**src/rtl/seg_display_arbiter.sv**
```systemverilog
// seg_display_arbiter: shares one four-digit seven-segment display between three requesters.
// Latency: grant, disp_val, disp_blank and busy are registered; each decision appears one clk after its inputs are sampled.
// Backpressure: none; a requester holds req high until it sees its grant bit.
//
// Arbitration: fixed priority (req[0] highest), a minimum-hold window before an owner
// may be preempted, and a fairness timeout. A blanked gap is inserted between owners
// so the digit multiplexer never shows one source's segments in another's slot.
//
// Ports:
//   clk, reset         clock; synchronous active-high reset
//   req[2:0]           request per source, bit 0 highest priority
//   val0..val2[15:0]   source digits {A,B,C,D}, A = bits 15:12 (leftmost)
//   blk0..blk2[3:0]    source per-digit blank, bit 3 = digit A
//   grant[2:0]         one-hot current owner, 0 when IDLE or GAP
//   disp_val[15:0]     digit values to the display mux
//   disp_blank[3:0]    per-digit blank to the display mux
//   busy               high while in OWN or GAP
//
// Build option: define ARB_PREEMPT_EN to let a higher-priority request take the display
// from an owner that has held it for MIN_HOLD ticks. Without it an owner leaves only by
// releasing its request or by the MAX_HOLD timeout.

module seg_display_arbiter #(
    parameter int TICK_DIV  = 100000,  // clk cycles per tick, >= 2
    parameter int MIN_HOLD  = 250,     // ticks before preemption is allowed
    parameter int MAX_HOLD  = 2000,    // ticks before eviction when others wait
    parameter int GAP_TICKS = 5        // blanked ticks between owners, >= 1
) (
    input  logic        clk,
    input  logic        reset,
    input  logic [2:0]  req,
    input  logic [15:0] val0,
    input  logic [15:0] val1,
    input  logic [15:0] val2,
    input  logic [3:0]  blk0,
    input  logic [3:0]  blk1,
    input  logic [3:0]  blk2,
    output logic [2:0]  grant,
    output logic [15:0] disp_val,
    output logic [3:0]  disp_blank,
    output logic        busy
);

    localparam int PW = (TICK_DIV > 2) ? $clog2(TICK_DIV) : 1;
    localparam int HW = $clog2(MAX_HOLD + 1);
    localparam int GW = (GAP_TICKS > 1) ? $clog2(GAP_TICKS) : 1;

    localparam logic [PW-1:0] PRE_LAST = PW'(TICK_DIV - 1);
    localparam logic [HW-1:0] HOLD_MAX = HW'(MAX_HOLD);
    localparam logic [GW-1:0] GAP_LAST = GW'(GAP_TICKS - 1);
`ifdef ARB_PREEMPT_EN
    // A MIN_HOLD above MAX_HOLD could never be reached by the saturating counter.
    localparam logic [HW-1:0] HOLD_MIN = HW'((MIN_HOLD > MAX_HOLD) ? MAX_HOLD : MIN_HOLD);
`endif

    typedef enum logic [1:0] {
        IDLE = 2'd0,
        OWN  = 2'd1,
        GAP  = 2'd2
    } state_t;

    state_t        state;
    logic [1:0]    owner;        // index of the current (or last) owner
    logic [HW-1:0] hold_cnt;     // ticks spent by the current owner, saturating
    logic [GW-1:0] gap_cnt;      // ticks spent in the current gap
    logic          last_ev_vld;  // last owner was evicted by timeout
    logic [1:0]    last_ev;      // which source was evicted
    logic [PW-1:0] pre_cnt;
    logic          tick;

    // ------------------------------------------------------------------
    // Tick prescaler: free-running 0..TICK_DIV-1, tick on the wrap cycle.
    // ------------------------------------------------------------------
    always_ff @(posedge clk) begin
        if (reset) begin
            pre_cnt <= '0;
        end else if (pre_cnt == PRE_LAST) begin
            pre_cnt <= '0;
        end else begin
            pre_cnt <= pre_cnt + 1'b1;
        end
    end

    assign tick = (pre_cnt == PRE_LAST);

    // ------------------------------------------------------------------
    // Helpers
    // ------------------------------------------------------------------
    // Lowest set bit; callers only use the result when r is non-zero.
    function automatic logic [1:0] lowest(input logic [2:0] r);
        logic [1:0] idx;
        if (r[0]) begin
            idx = 2'd0;
        end else if (r[1]) begin
            idx = 2'd1;
        end else begin
            idx = 2'd2;
        end
        return idx;
    endfunction

    function automatic logic [2:0] onehot(input logic [1:0] idx);
        logic [2:0] oh;
        case (idx)
            2'd0:    oh = 3'b001;
            2'd1:    oh = 3'b010;
            2'd2:    oh = 3'b100;
            default: oh = 3'b000;
        endcase
        return oh;
    endfunction

    // ------------------------------------------------------------------
    // Owner data select and exit conditions
    // ------------------------------------------------------------------
    logic [15:0]   own_val;
    logic [3:0]    own_blk;
    logic [2:0]    own_bit;
    logic          rule_rel;
    logic          rule_pre;
    logic          rule_tmo;
    logic [HW-1:0] hold_nxt;
    logic [2:0]    ev_mask;
    logic [2:0]    cand;
    logic [1:0]    pick;

    always_comb begin
        own_val = val0;
        own_blk = blk0;
        case (owner)
            2'd1: begin
                own_val = val1;
                own_blk = blk1;
            end
            2'd2: begin
                own_val = val2;
                own_blk = blk2;
            end
            default: begin
                own_val = val0;
                own_blk = blk0;
            end
        endcase
    end

    assign own_bit  = onehot(owner);
    assign rule_rel = ~|(req & own_bit);
    assign rule_tmo = (|(req & ~own_bit)) && (hold_cnt >= HOLD_MAX);

`ifdef ARB_PREEMPT_EN
    // Bits below the owner's bit are the higher-priority sources.
    logic [2:0] hi_mask;
    assign hi_mask  = 3'(own_bit - 3'd1);
    assign rule_pre = (|(req & hi_mask)) && (hold_cnt >= HOLD_MIN);
`else
    assign rule_pre = 1'b0;
`endif

    assign hold_nxt = (tick && (hold_cnt != HOLD_MAX)) ? hold_cnt + 1'b1 : hold_cnt;

    // Gap exit choice: skip the source just evicted by timeout so the waiting
    // source gets its turn, unless nobody else is asking.
    assign ev_mask = last_ev_vld ? onehot(last_ev) : 3'b000;
    assign cand    = req & ~ev_mask;
    assign pick    = (|cand) ? lowest(cand) : lowest(req);

    // ------------------------------------------------------------------
    // Arbitration FSM with registered outputs
    // ------------------------------------------------------------------
    always_ff @(posedge clk) begin
        if (reset) begin
            state       <= IDLE;
            owner       <= 2'd0;
            hold_cnt    <= '0;
            gap_cnt     <= '0;
            last_ev_vld <= 1'b0;
            last_ev     <= 2'd0;
            grant       <= 3'b000;
            disp_val    <= 16'h0000;
            disp_blank  <= 4'b1111;
            busy        <= 1'b0;
        end else begin
            case (state)
                IDLE: begin
                    if (|req) begin
                        state    <= OWN;
                        owner    <= lowest(req);
                        grant    <= onehot(lowest(req));
                        hold_cnt <= '0;
                        busy     <= 1'b1;
                    end
                end

                OWN: begin
                    // Mirror the owner's live data every cycle.
                    disp_val   <= own_val;
                    disp_blank <= own_blk;
                    hold_cnt   <= hold_nxt;
                    if (rule_rel || rule_pre || rule_tmo) begin
                        state       <= GAP;
                        grant       <= 3'b000;
                        disp_blank  <= 4'b1111;
                        gap_cnt     <= '0;
                        // Only a pure timeout is remembered for the fairness skip.
                        last_ev_vld <= !rule_rel && !rule_pre;
                        last_ev     <= owner;
                    end
                end

                GAP: begin
                    if (tick) begin
                        if (gap_cnt == GAP_LAST) begin
                            last_ev_vld <= 1'b0;
                            if (|req) begin
                                state    <= OWN;
                                owner    <= pick;
                                grant    <= onehot(pick);
                                hold_cnt <= '0;
                            end else begin
                                state <= IDLE;
                                busy  <= 1'b0;
                            end
                        end else begin
                            gap_cnt <= gap_cnt + 1'b1;
                        end
                    end
                end

                default: begin
                    state      <= IDLE;
                    grant      <= 3'b000;
                    disp_blank <= 4'b1111;
                    busy       <= 1'b0;
                end
            endcase
        end
    end

endmodule

```
**config.mk**
```make
export PLATFORM = sky130hd
export DESIGN_NAME = seg_display_arbiter
export DESIGN_NICKNAME = d
export VERILOG_FILES = /design/src/rtl/seg_display_arbiter.sv
export SDC_FILE = /design/constraint.sdc
export NUM_CORES = 1
export LEC_CHECK = 0
export CORE_ASPECT_RATIO = 0.9
export CORE_UTILIZATION = 57
export DETAILED_ROUTE_END_ITERATION = 12
export DONT_BUFFER_PORTS = 1
export PLACE_DENSITY = 0.75
export SLEW_MARGIN = 20
export SYNTH_ARGS = -nofsm -noshare
export SYNTH_HDL_FRONTEND = slang
export SYNTH_SLANG_ARGS = --single-unit
```
**constraint.sdc**
```tcl
create_clock -name clk -period 2.1 [get_ports clk]
set_clock_uncertainty 0.1 [all_clocks]
set_input_delay 0.315 -clock clk [delete_from_list [all_inputs] [get_ports clk]]
set_output_delay 0.315 -clock clk [all_outputs]
set_load 0.03 [all_outputs]
```
# Word level (Yosys, flattened, before mapping)
# Index checks and enable logic that the tools add are counted.
dict set report op_classes {
  n_lt_le_gt_ge 1
  bitwise 6
  eq_ne 21
  reduce_logical 26
  mux 50
  n_addsub 3
}
# operator count
set op_table {}
lappend op_table {{3-bit case mux with 3 select lines} 5}
lappend op_table {{11-bit two-way mux} 4}
lappend op_table {{11-bit case mux with 3 select lines} 1}
lappend op_table {{16-bit case mux with 2 select lines} 1}
lappend op_table {{2-bit two-way mux} 15}
lappend op_table {{3-bit two-way mux} 8}
lappend op_table {{17-bit by 1-bit adder with 17-bit output (second input constant)} 1}
lappend op_table {{17-bit == test (second input constant)} 1}
lappend op_table {{2-bit inequality test (second input constant)} 8}
lappend op_table {{4-bit case mux with 2 select lines} 2}
lappend op_table {{4-bit AND reduction} 4}
lappend op_table {{5-bit AND reduction} 3}
lappend op_table {{3-bit OR reduction} 4}
lappend op_table {{11-bit by 1-bit adder with 11-bit output (second input constant)} 1}
lappend op_table {{11-bit >= comparator (second input constant)} 1}
lappend op_table {{11-bit inequality test (second input constant)} 1}
lappend op_table {{2-bit by 1-bit == test with 1-bit output (second input constant)} 5}
lappend op_table {{2-bit == test (second input constant)} 5}
lappend op_table {{2-bit logical NOT} 5}
lappend op_table {{3-bit bitwise AND} 3}
lappend op_table {{1-bit two-way mux} 8}
lappend op_table {{3-bit inverter} 2}
lappend op_table {{2-bit case mux with 3 select lines} 1}
lappend op_table {{3-bit case mux with 2 select lines} 1}
lappend op_table {{14 further kinds} 17}
dict set report totals {
  in_bits 65
  word_cells 118
  output_inout_bits 24
  ff_bits 62
}

# Logic depth before layout (Yosys ltp)
# Gate-level depths: netlist of run 1.
dict set report logic_depth {
  word_depth 14
  depth_mapped 7
  mapped_depth_nobuf 7
}

# Worst setup path before layout of run 1
# No wires, ideal clock.
dict set report synth_path {
  kind {register -> register}
  from {register owner[0]}
  to {register grant[0]}
  setup_slack_ns 0.107
  path_stages_with_launch 7
  required_time_ns 1.928
  period_less_slack_ns 1.993
  setup_time_ns 0.072
  arrival_ns 1.821
  n_path_buf 0
  cell_sequence {dfxtp_1 > inv_1 > ha_1 > a222oi_1 > a211o_1 > and3_1 > mux2i_1}
}
dict set report synth_between {
  elab_chain_len 9
  word_cells_on_any_way 14
  cone_classes {eq/ne (3); mux (1); bitwise (3); reduce/logical (7)}
}
# element line
set synth_rtl {}
lappend synth_rtl {{start: declaration} 63} ;# logic [1:0] owner;
lappend synth_rtl {{start signal: assignment} 187} ;# owner <= lowest(req);
lappend synth_rtl {{start signal: assignment} 216} ;# owner <= pick;
lappend synth_rtl {{2-bit == test, or another cell as far along} 104} ;# case (idx)
lappend synth_rtl {{3-bit case mux with 3 select lines (*)} 104}
lappend synth_rtl {{3-bit inverter} 148} ;# assign rule_tmo = (|(req & ~own_bit)) && (hold_cnt >= HOLD_MAX);
lappend synth_rtl {{3-bit bitwise AND} 148}
lappend synth_rtl {{3-bit OR reduction} 148}
lappend synth_rtl {{1-bit logical AND} 148}
lappend synth_rtl {{1-bit logical OR (*)} 199} ;# if (rule_rel || rule_pre || rule_tmo) begin
lappend synth_rtl {{2-bit inequality test (no line) (*)} n/a}
lappend synth_rtl {{5-bit AND reduction (no line) (*)} n/a}
lappend synth_rtl {{end signal: assignment} 188} ;# grant <= onehot(lowest(req));
lappend synth_rtl {{end signal: assignment} 217} ;# grant <= onehot(pick);
lappend synth_rtl {{end: declaration} 38} ;# output logic [2:0] grant,
# Every way passes the cells marked *; elsewhere a longest branch is shown, timed or not.
# A chain may end at the register's enable or synchronous reset.

# Worst setup path in the final report of run 1
dict set report layout_path {
  from {register pre_cnt[1]}
  to {register hold_cnt[0]}
}
dict set report layout_between {
  elab_chain_len 4
  word_cells_on_any_way 5
  cone_classes {eq/ne (3); reduce/logical (2)}
}
# element line
set layout_rtl {}
lappend layout_rtl {{start: declaration} 68} ;# logic [PW-1:0] pre_cnt;
lappend layout_rtl {{start signal: assignment} 80} ;# pre_cnt <= pre_cnt + 1'b1;
lappend layout_rtl {{17-bit == test (*)} 84} ;# assign tick = (pre_cnt == PRE_LAST);
lappend layout_rtl {{1-bit logical AND} 159} ;# assign hold_nxt = (tick && (hold_cnt != HOLD_MAX)) ? hold_cnt + 1'b1 : hold_cnt;
lappend layout_rtl {{2-bit inequality test (no line)} n/a}
lappend layout_rtl {{4-bit AND reduction (no line) (*)} n/a}
lappend layout_rtl {{end signal: assignment} 198} ;# hold_cnt <= hold_nxt;
lappend layout_rtl {{end: declaration} 64} ;# logic [HW-1:0] hold_cnt;
# Marks and branches as above.

==> metrics.cfg, run 1 <==
[status]
status = completed

[floorplanning]
io_pins = 89
rows = 25
dieArea_mm2 = 0.00587
start_util = 0.596
coreArea_mm2 = 0.00532
die_h_um = 72.8
die_w_um = 80.6

[power_and_ir_drop]
power.internal_mw = 2.11
comb_power_share = 0.143
power_switching_uw = 838
powerDensity_mw_per_mm2 = 818
p_clk_frac = 0.387
peakVddDrop_mv = 0.539
pwr-share-seq = 0.470
p_sw_frac = 0.284
p_leak_nw = 1.30

[synth]
ys.flop_type = dfxtp_1
synth_cell_types = 51
yosys.area.top_type_share = 0.391
async_reset_ff_frac = 0
synthTopCellsByArea = dfxtp_1, nor2_1, a21oi_1, a22oi_1, a211oi_1
ys_ff_latch = 62
synth_edf_count = 0
ys_seq_area_frac = 0.391
synth_area_leader_cell = dfxtp_1
synth_nets = 457
synth_area_mm2 = 0.00317
postSynthCellCount = 382
yosysWarnings = 0
synth.avg_cell_area_um2 = 8.30

[worst_setup_path]
endpoint_kind = register
ff2ff_path_depth = 6
crit_required_ns = 2.24
critPathMaxFanout = 4
rr_startpoint = pre_cnt[1]$_SDFF_PP0_
worstPathArrival_ns = 2.11
start_kind = register
slowest_delay_ns = 0.37
r2r_setup_slack_ns = 0.12
crit_chain = ha_1, and4_4, and4_1, a41oi_2, o31a_1, mux2_2
startpoint = pre_cnt[1]$_SDFF_PP0_
crit_type = reg2reg
r2r-end = hold_cnt[0]$_SDFFE_PP0P_
cpMaxStageDelayCell = dfxtp_1

[global_route]
met2_usage = 0.410
busiest_layer = met2
overflow = 0
use_met3 = 0.0813
grt_pass1_vias = 2481
grt_usage = 0.248
grt_max_degree = 41
grt_pass1_wl_um = 11100
antenna_found_initial = 0
use_met1 = 0.302

[detailed_routing]
via_per_inst = 6.05
dr.pass1.iters = 4
vias = 2820
routed_wl_um = 6960
ant_nets = 0
drtIter0Drc = 113
route.detailed.drc = 0
wire_per_inst_um = 14.9

[final_layout]
final_common_cell = nor2_1
syn_to_final_growth_pct = 13.5
layout_common_cells = nor2_1, dfxtp_1, a21oi_1
final_cell_count_no_fill = 466
finish.utilization = 0.677
nNetsFinal = 469
antenna_cells = 0
layout-drive-gt1-share = 0.120

[job]
maxCapViolCount = 0

[place]
port-buffer-count = 0
gp_congestion = 0.821
hpwl_um = 4890
placed_cells = 445

[clock_network]
htree_levels = 3
cts-buffers-inserted = 9
clk_pin_slew_ns = 0.07
cts_tree = done
clock_sinks = 62
root_buffer = clkbuf_8
clk_path_buf_depth = 2
clk_latency_ns = 0.34

[sta]
slew_headroom = 0.370
setup_violations = 0
slew_violations = 0
period_minus_slack_ns = 1.98
fmax_mhz = 506
max_slew.worst_pin.slew_ns = 0.942
hold_violations = 0
fin_crit_sh = 0.942

[min_path]
min_to = grant[0]$_SDFFE_PP0P_
hold_path_depth = 2
min_from = req[0]
min_path_type = in2reg

through the flow:
stage | total power [mW] | TNS (ns) | cell area, um2 | setup slack [ns] | hold slack (ns)
3_3_place_gp | 1.80 | 0 | 3310 | 0.0389 | 0.289
6_report | 2.95 | 0 | 3600 | 0.123 | 0.0506
5_1_grt | 3.07 | -0.00268 | 3600 | -0.00268 | 0.0589
3_5_place_dp | 1.80 | -0.484 | 3310 | -0.0715 | 0.293
2_1_floorplan | 1.70 | 0 | 3170 | 0.107 | 0.330
4_1_cts | 2.96 | 0 | 3550 | 0.0476 | 0.0423
worst max path at each step:
stage | endpoint | slack, ns | cells past startpoint
floorplan | grant[0]$_SDFFE_PP0P_ | 0.11 | 6
global placement | hold_cnt[7]$_SDFFE_PP0P_ | 0.04 | 5
detailed placement | hold_cnt[2]$_SDFFE_PP0P_ | -0.07 | 5
CTS | hold_cnt[0]$_SDFFE_PP0P_ | 0.05 | 6
global route | gap_cnt[1]$_SDFFE_PP0P_ | -0.003 | 7
finish | hold_cnt[0]$_SDFFE_PP0P_ | 0.12 | 6
critical path, delay by kind of cell, from the launching register on:
family | cells | cell delay [ns]
simple gates | 2 | 0.55
flops | 1 | 0.37
fa+ha+maj | 1 | 0.19
compound gates | 2 | 0.41
mux | 1 | 0.27
power groups by stage:
stage	clock [mW]	sequential (mW)	combinational [mW]
after CTS	1.17	1.38	0.409
after floorplan	0	1.39	0.312
after detailed placement	0	1.41	0.394
final	1.14	1.39	0.420
after global placement	0	1.41	0.386
after global routing	1.20	1.39	0.473
synthesized netlist by cell type (all sizes together) (2+ instances only):
cell and instances:
o31ai 2, and4 4, inv 9, a41oi 4, a32o 2, xor2 10
nor2b 3, o21ai 13, a22oi 20, o22ai 5, xnor2 5, nand4 5
nand2 23, buf 2, nor4 2, a31oi 11, nor3 8, ha 10
a21oi 33, dfxtp 62, nand4b 2, nor2 64, nand3 16, a211oi 18
nor4b 3, nand2b 5, a211o 2, and3 3, o21a 2, clkbuf 18
mux2 2
kinds of logic after synthesis:
logic type	Yosys count	synth area share
buf+inv	29	0.0347
flops	62	0.391
compound gates	121	0.253
mux	3	0.0103
fa+ha+maj	10	0.0394
xor+xnor	15	0.0414
simple gates	142	0.230
area by class of cell:
cell class / instances / area, um2
Clock inverter: 4 / 70.1
Timing Repair Buffer: 21 / 176
Tap cell: 67 / 83.8
Clock buffer: 12 / 145
Multi-Input combinational cell: 291 / 1850
Fill cell: 479 / 1720
Inverter: 9 / 33.8
Sequential cell: 62 / 1240
sequential cells by signal (all words and copies together), names as in the netlist, 2 cells and up:
name        count
disp_blank      4
disp_val       16
gap_cnt         3
grant           3
hold_cnt       11
last_ev         2
owner           2
pre_cnt        17
state           2
layer usage:
layer | vias up | wire length (um) | part of all wire
li1 | 1432 | - | -
met1 | 1300 | 3270 | 0.47
met2 | 82 | 3250 | 0.47
met3 | 6 | 388 | 0.056
met4 | 0 | 51 | 0.0073
met5 | - | 0 | 0
timing repair:
item | in CTS | in global routing
gates cloned | 0 | 0
endpoints found under the hold margin | 24 | 0
setup buffers | 0 | 4
gates resized for setup | 2 | 8
pin swaps | 0 | 2
setup endpoints to repair | 9 | 19
hold buffers | 1 | 0
(Power assumes the default switching activity.)
==> inputs of run 2 (changes only) <==
Settings changed: CORE_ASPECT_RATIO 0.9 to default.
==> run 2 against run 1 <==
Sequential cell count is the same. Register-to-register slack lost 0.02 ns. Fmax shrank 0.98%. Clock-buffer cell count shrank 1. Global-route usage grew 1.9 points. First-iteration DRC count grew 100%. Critical path type unchanged. Largest cell class unchanged. Highest routed layer unchanged.
==> metrics.cfg, run 2 (same netlist as run 1, synthesis figures left out) <==
[worst_setup_path]
crit_type = reg2reg  ; unchanged
crit_chain = ha_2, and4_4, nand4_4, nor4_4, buf_6, a41oi_1, a31oi_1  ; was ha_1, and4_4, and4_1, a41oi_2, o31a_1, mux2_2
cp.buffers_inverters = 1  ; was 0
worstPathArrival_ns = 2.16  ; was 2.11 ns
start_kind = register  ; unchanged
endpoint_kind = register  ; unchanged
cp_top_family = simple AND/OR/NAND/NOR gates  ; unchanged
rr_startpoint = pre_cnt[0]$_SDFF_PP0_  ; was pre_cnt[1]$_SDFF_PP0_
cpMaxStageDelayCell = nor4_4  ; was dfxtp_1
ff2ff_path_depth = 7  ; was 6
r2r_setup_slack_ns = 0.10  ; was 0.12 ns
slowest_delay_ns = 0.38  ; was 0.37 ns
crit_required_ns = 2.26  ; was 2.24 ns
r2r-end = hold_cnt[3]$_SDFFE_PP0P_  ; was hold_cnt[0]$_SDFFE_PP0P_
critPathMaxFanout = 7  ; was 4
startpoint = pre_cnt[0]$_SDFF_PP0_  ; was pre_cnt[1]$_SDFF_PP0_

[place]
gp_congestion = 0.869  ; was 0.821
port-buffer-count = 0  ; unchanged
placed_cell_area_mm2 = 0.00335  ; was 0.00331 mm2
placed_cells = 451  ; was 445
hpwl_um = 5120  ; was 4890 um

[global_route]
overflow = 0  ; unchanged
grt_usage = 0.267  ; was 0.248
grt_max_degree = 41  ; unchanged
grt_pass1_wl_um = 12600  ; was 11,100 um
antenna_found_initial = 0  ; unchanged
grt_pass1_vias = 2750  ; was 2,481

[job]
maxCapViolCount = 0  ; unchanged

[power_and_ir_drop]
powerDensity_mw_per_mm2 = 795  ; was 818 mW/mm2
p_leak_nw = 1.31  ; was 1.30 nW
peakVddDrop_mv = 0.585  ; was 0.539 mV
power.total_mw = 2.90  ; was 2.95 mW

[min_path]
min_from = req[0]  ; unchanged
min_to = grant[0]$_SDFFE_PP0P_  ; unchanged
hold_path_depth = 2  ; unchanged
min_path_type = in2reg  ; unchanged

[clock_network]
clk_path_buf_depth = 2  ; unchanged
htree_levels = 3  ; unchanged
clock_sinks = 62  ; unchanged
root_buffer = clkbuf_8  ; unchanged
clk_latency_ns = 0.34  ; about the same
cts-buffers-inserted = 9  ; unchanged
cts_tree = done  ; unchanged
clk_pin_slew_ns = 0.07  ; about the same

[final_layout]
biggestRegsByFlops = pre_cnt x17, disp_val x16, hold_cnt x11  ; unchanged
nNetsFinal = 473  ; was 469
layout_common_cells = nor2_1, dfxtp_1, a21oi_1  ; unchanged
finish.utilization = 0.696  ; was 0.677
syn_to_final_growth_pct = 14.9  ; was 13.5%
fillers = 430  ; was 479
final_common_cell = nor2_1  ; unchanged
largest_register_ffs = 17  ; unchanged
layout-drive-gt1-share = 0.144  ; was 0.120
final_area_mm2 = 0.00364  ; was 0.00360 mm2
largest_register = pre_cnt  ; unchanged
final_cell_count_no_fill = 473  ; was 466
antenna_cells = 0  ; unchanged

[detailed_routing]
routed_wl_um = 7570  ; was 6960 um
wire_per_inst_um = 16.0  ; was 14.9 um
via_per_inst = 6.28  ; was 6.05
dr.pass1.iters = 6  ; was 4
drtIter0Drc = 227  ; was 113
vias = 2971  ; was 2,820
route.detailed.drc = 0  ; unchanged
ant_nets = 0  ; unchanged

[sta]
fin_crit_sh = 0.951  ; was 0.942
setup_violations = 0  ; unchanged
period_minus_slack_ns = 2.00  ; was 1.98 ns
fmax_mhz = 501  ; was 506 MHz
slew_violations = 0  ; unchanged
slew_headroom = 0.395  ; was 0.370
whs_ns = 0.0540  ; was 0.0506 ns
hold_violations = 0  ; unchanged
max_slew.worst_pin.slew_ns = 0.904  ; was 0.942 ns

[floorplanning]
coreArea_mm2 = 0.00524  ; was 0.00532 mm2
die_w_um = 76.6  ; was 80.6 um
dieArea_mm2 = 0.00587  ; about the same
start_util = 0.606  ; was 0.596
io_pins = 89  ; unchanged
die_h_um = 76.6  ; was 72.8 um
rows = 26  ; was 25

[status]
status = completed  ; unchanged

run 2: how the worst max path moves through the flow:
stage                               end  cells past startpoint
3_3_place_gp   hold_cnt[6]$_SDFFE_PP0P_                      5
6_report       hold_cnt[3]$_SDFFE_PP0P_                      7
5_1_grt        hold_cnt[3]$_SDFFE_PP0P_                      7
4_1_cts           grant[0]$_SDFFE_PP0P_                      6
3_5_place_dp   hold_cnt[2]$_SDFFE_PP0P_                      5
2_1_floorplan     grant[0]$_SDFFE_PP0P_                      6
run 2: cell type report:
type | count | area [um2] | share of cell area
repair buffers | 25 | 219 | 0.0601
flip-flops and latches | 62 | 1240 | 0.341
well taps | 70 | 87.6 | 0.0240
clock buffers | 11 | 141 | 0.0388
inverters | 9 | 33.8 | 0.00927
multi-input cells | 291 | 1860 | 0.510
clock inverters | 5 | 58.8 | 0.0161
run 2: per-stage QoR:
step	setup TNS [ns]	setup WS, ns
4_1_cts	0	0.0316
3_3_place_gp	0	0.00402
3_5_place_dp	-0.777	-0.108
2_1_floorplan	0	0.107
5_1_grt	-0.0228	-0.0122
6_report	0	0.103
run 2: what timing repair did:
item / in CTS / in global routing
hold buffers: 1 / 0
resized for setup: 2 / 14
pin swaps: 0 / 5
setup buffers: 0 / 4
gates cloned: 0 / 1
endpoints found under the hold margin: 24 / 0
setup endpoints to repair: 9 / 17
run 2: routing by layer:
layer,track usage,vias to the layer above,part of all wire
li1,-,1446,-
met1,0.333,1373,0.43
met2,0.433,145,0.47
met3,0.0910,7,0.092
met4,0.0827,0,0.0059
met5,0,-,0
run 2: where the power goes:
part | internal [mW] | total [mW] | leakage, nW | switching [mW]
clock | 0.580 | 1.06 | 0.0955 | 0.477
sequential | 1.24 | 1.38 | 0.504 | 0.140
combinational | 0.191 | 0.461 | 0.715 | 0.271
total | 2.01 | 2.90 | 1.31 | 0.888
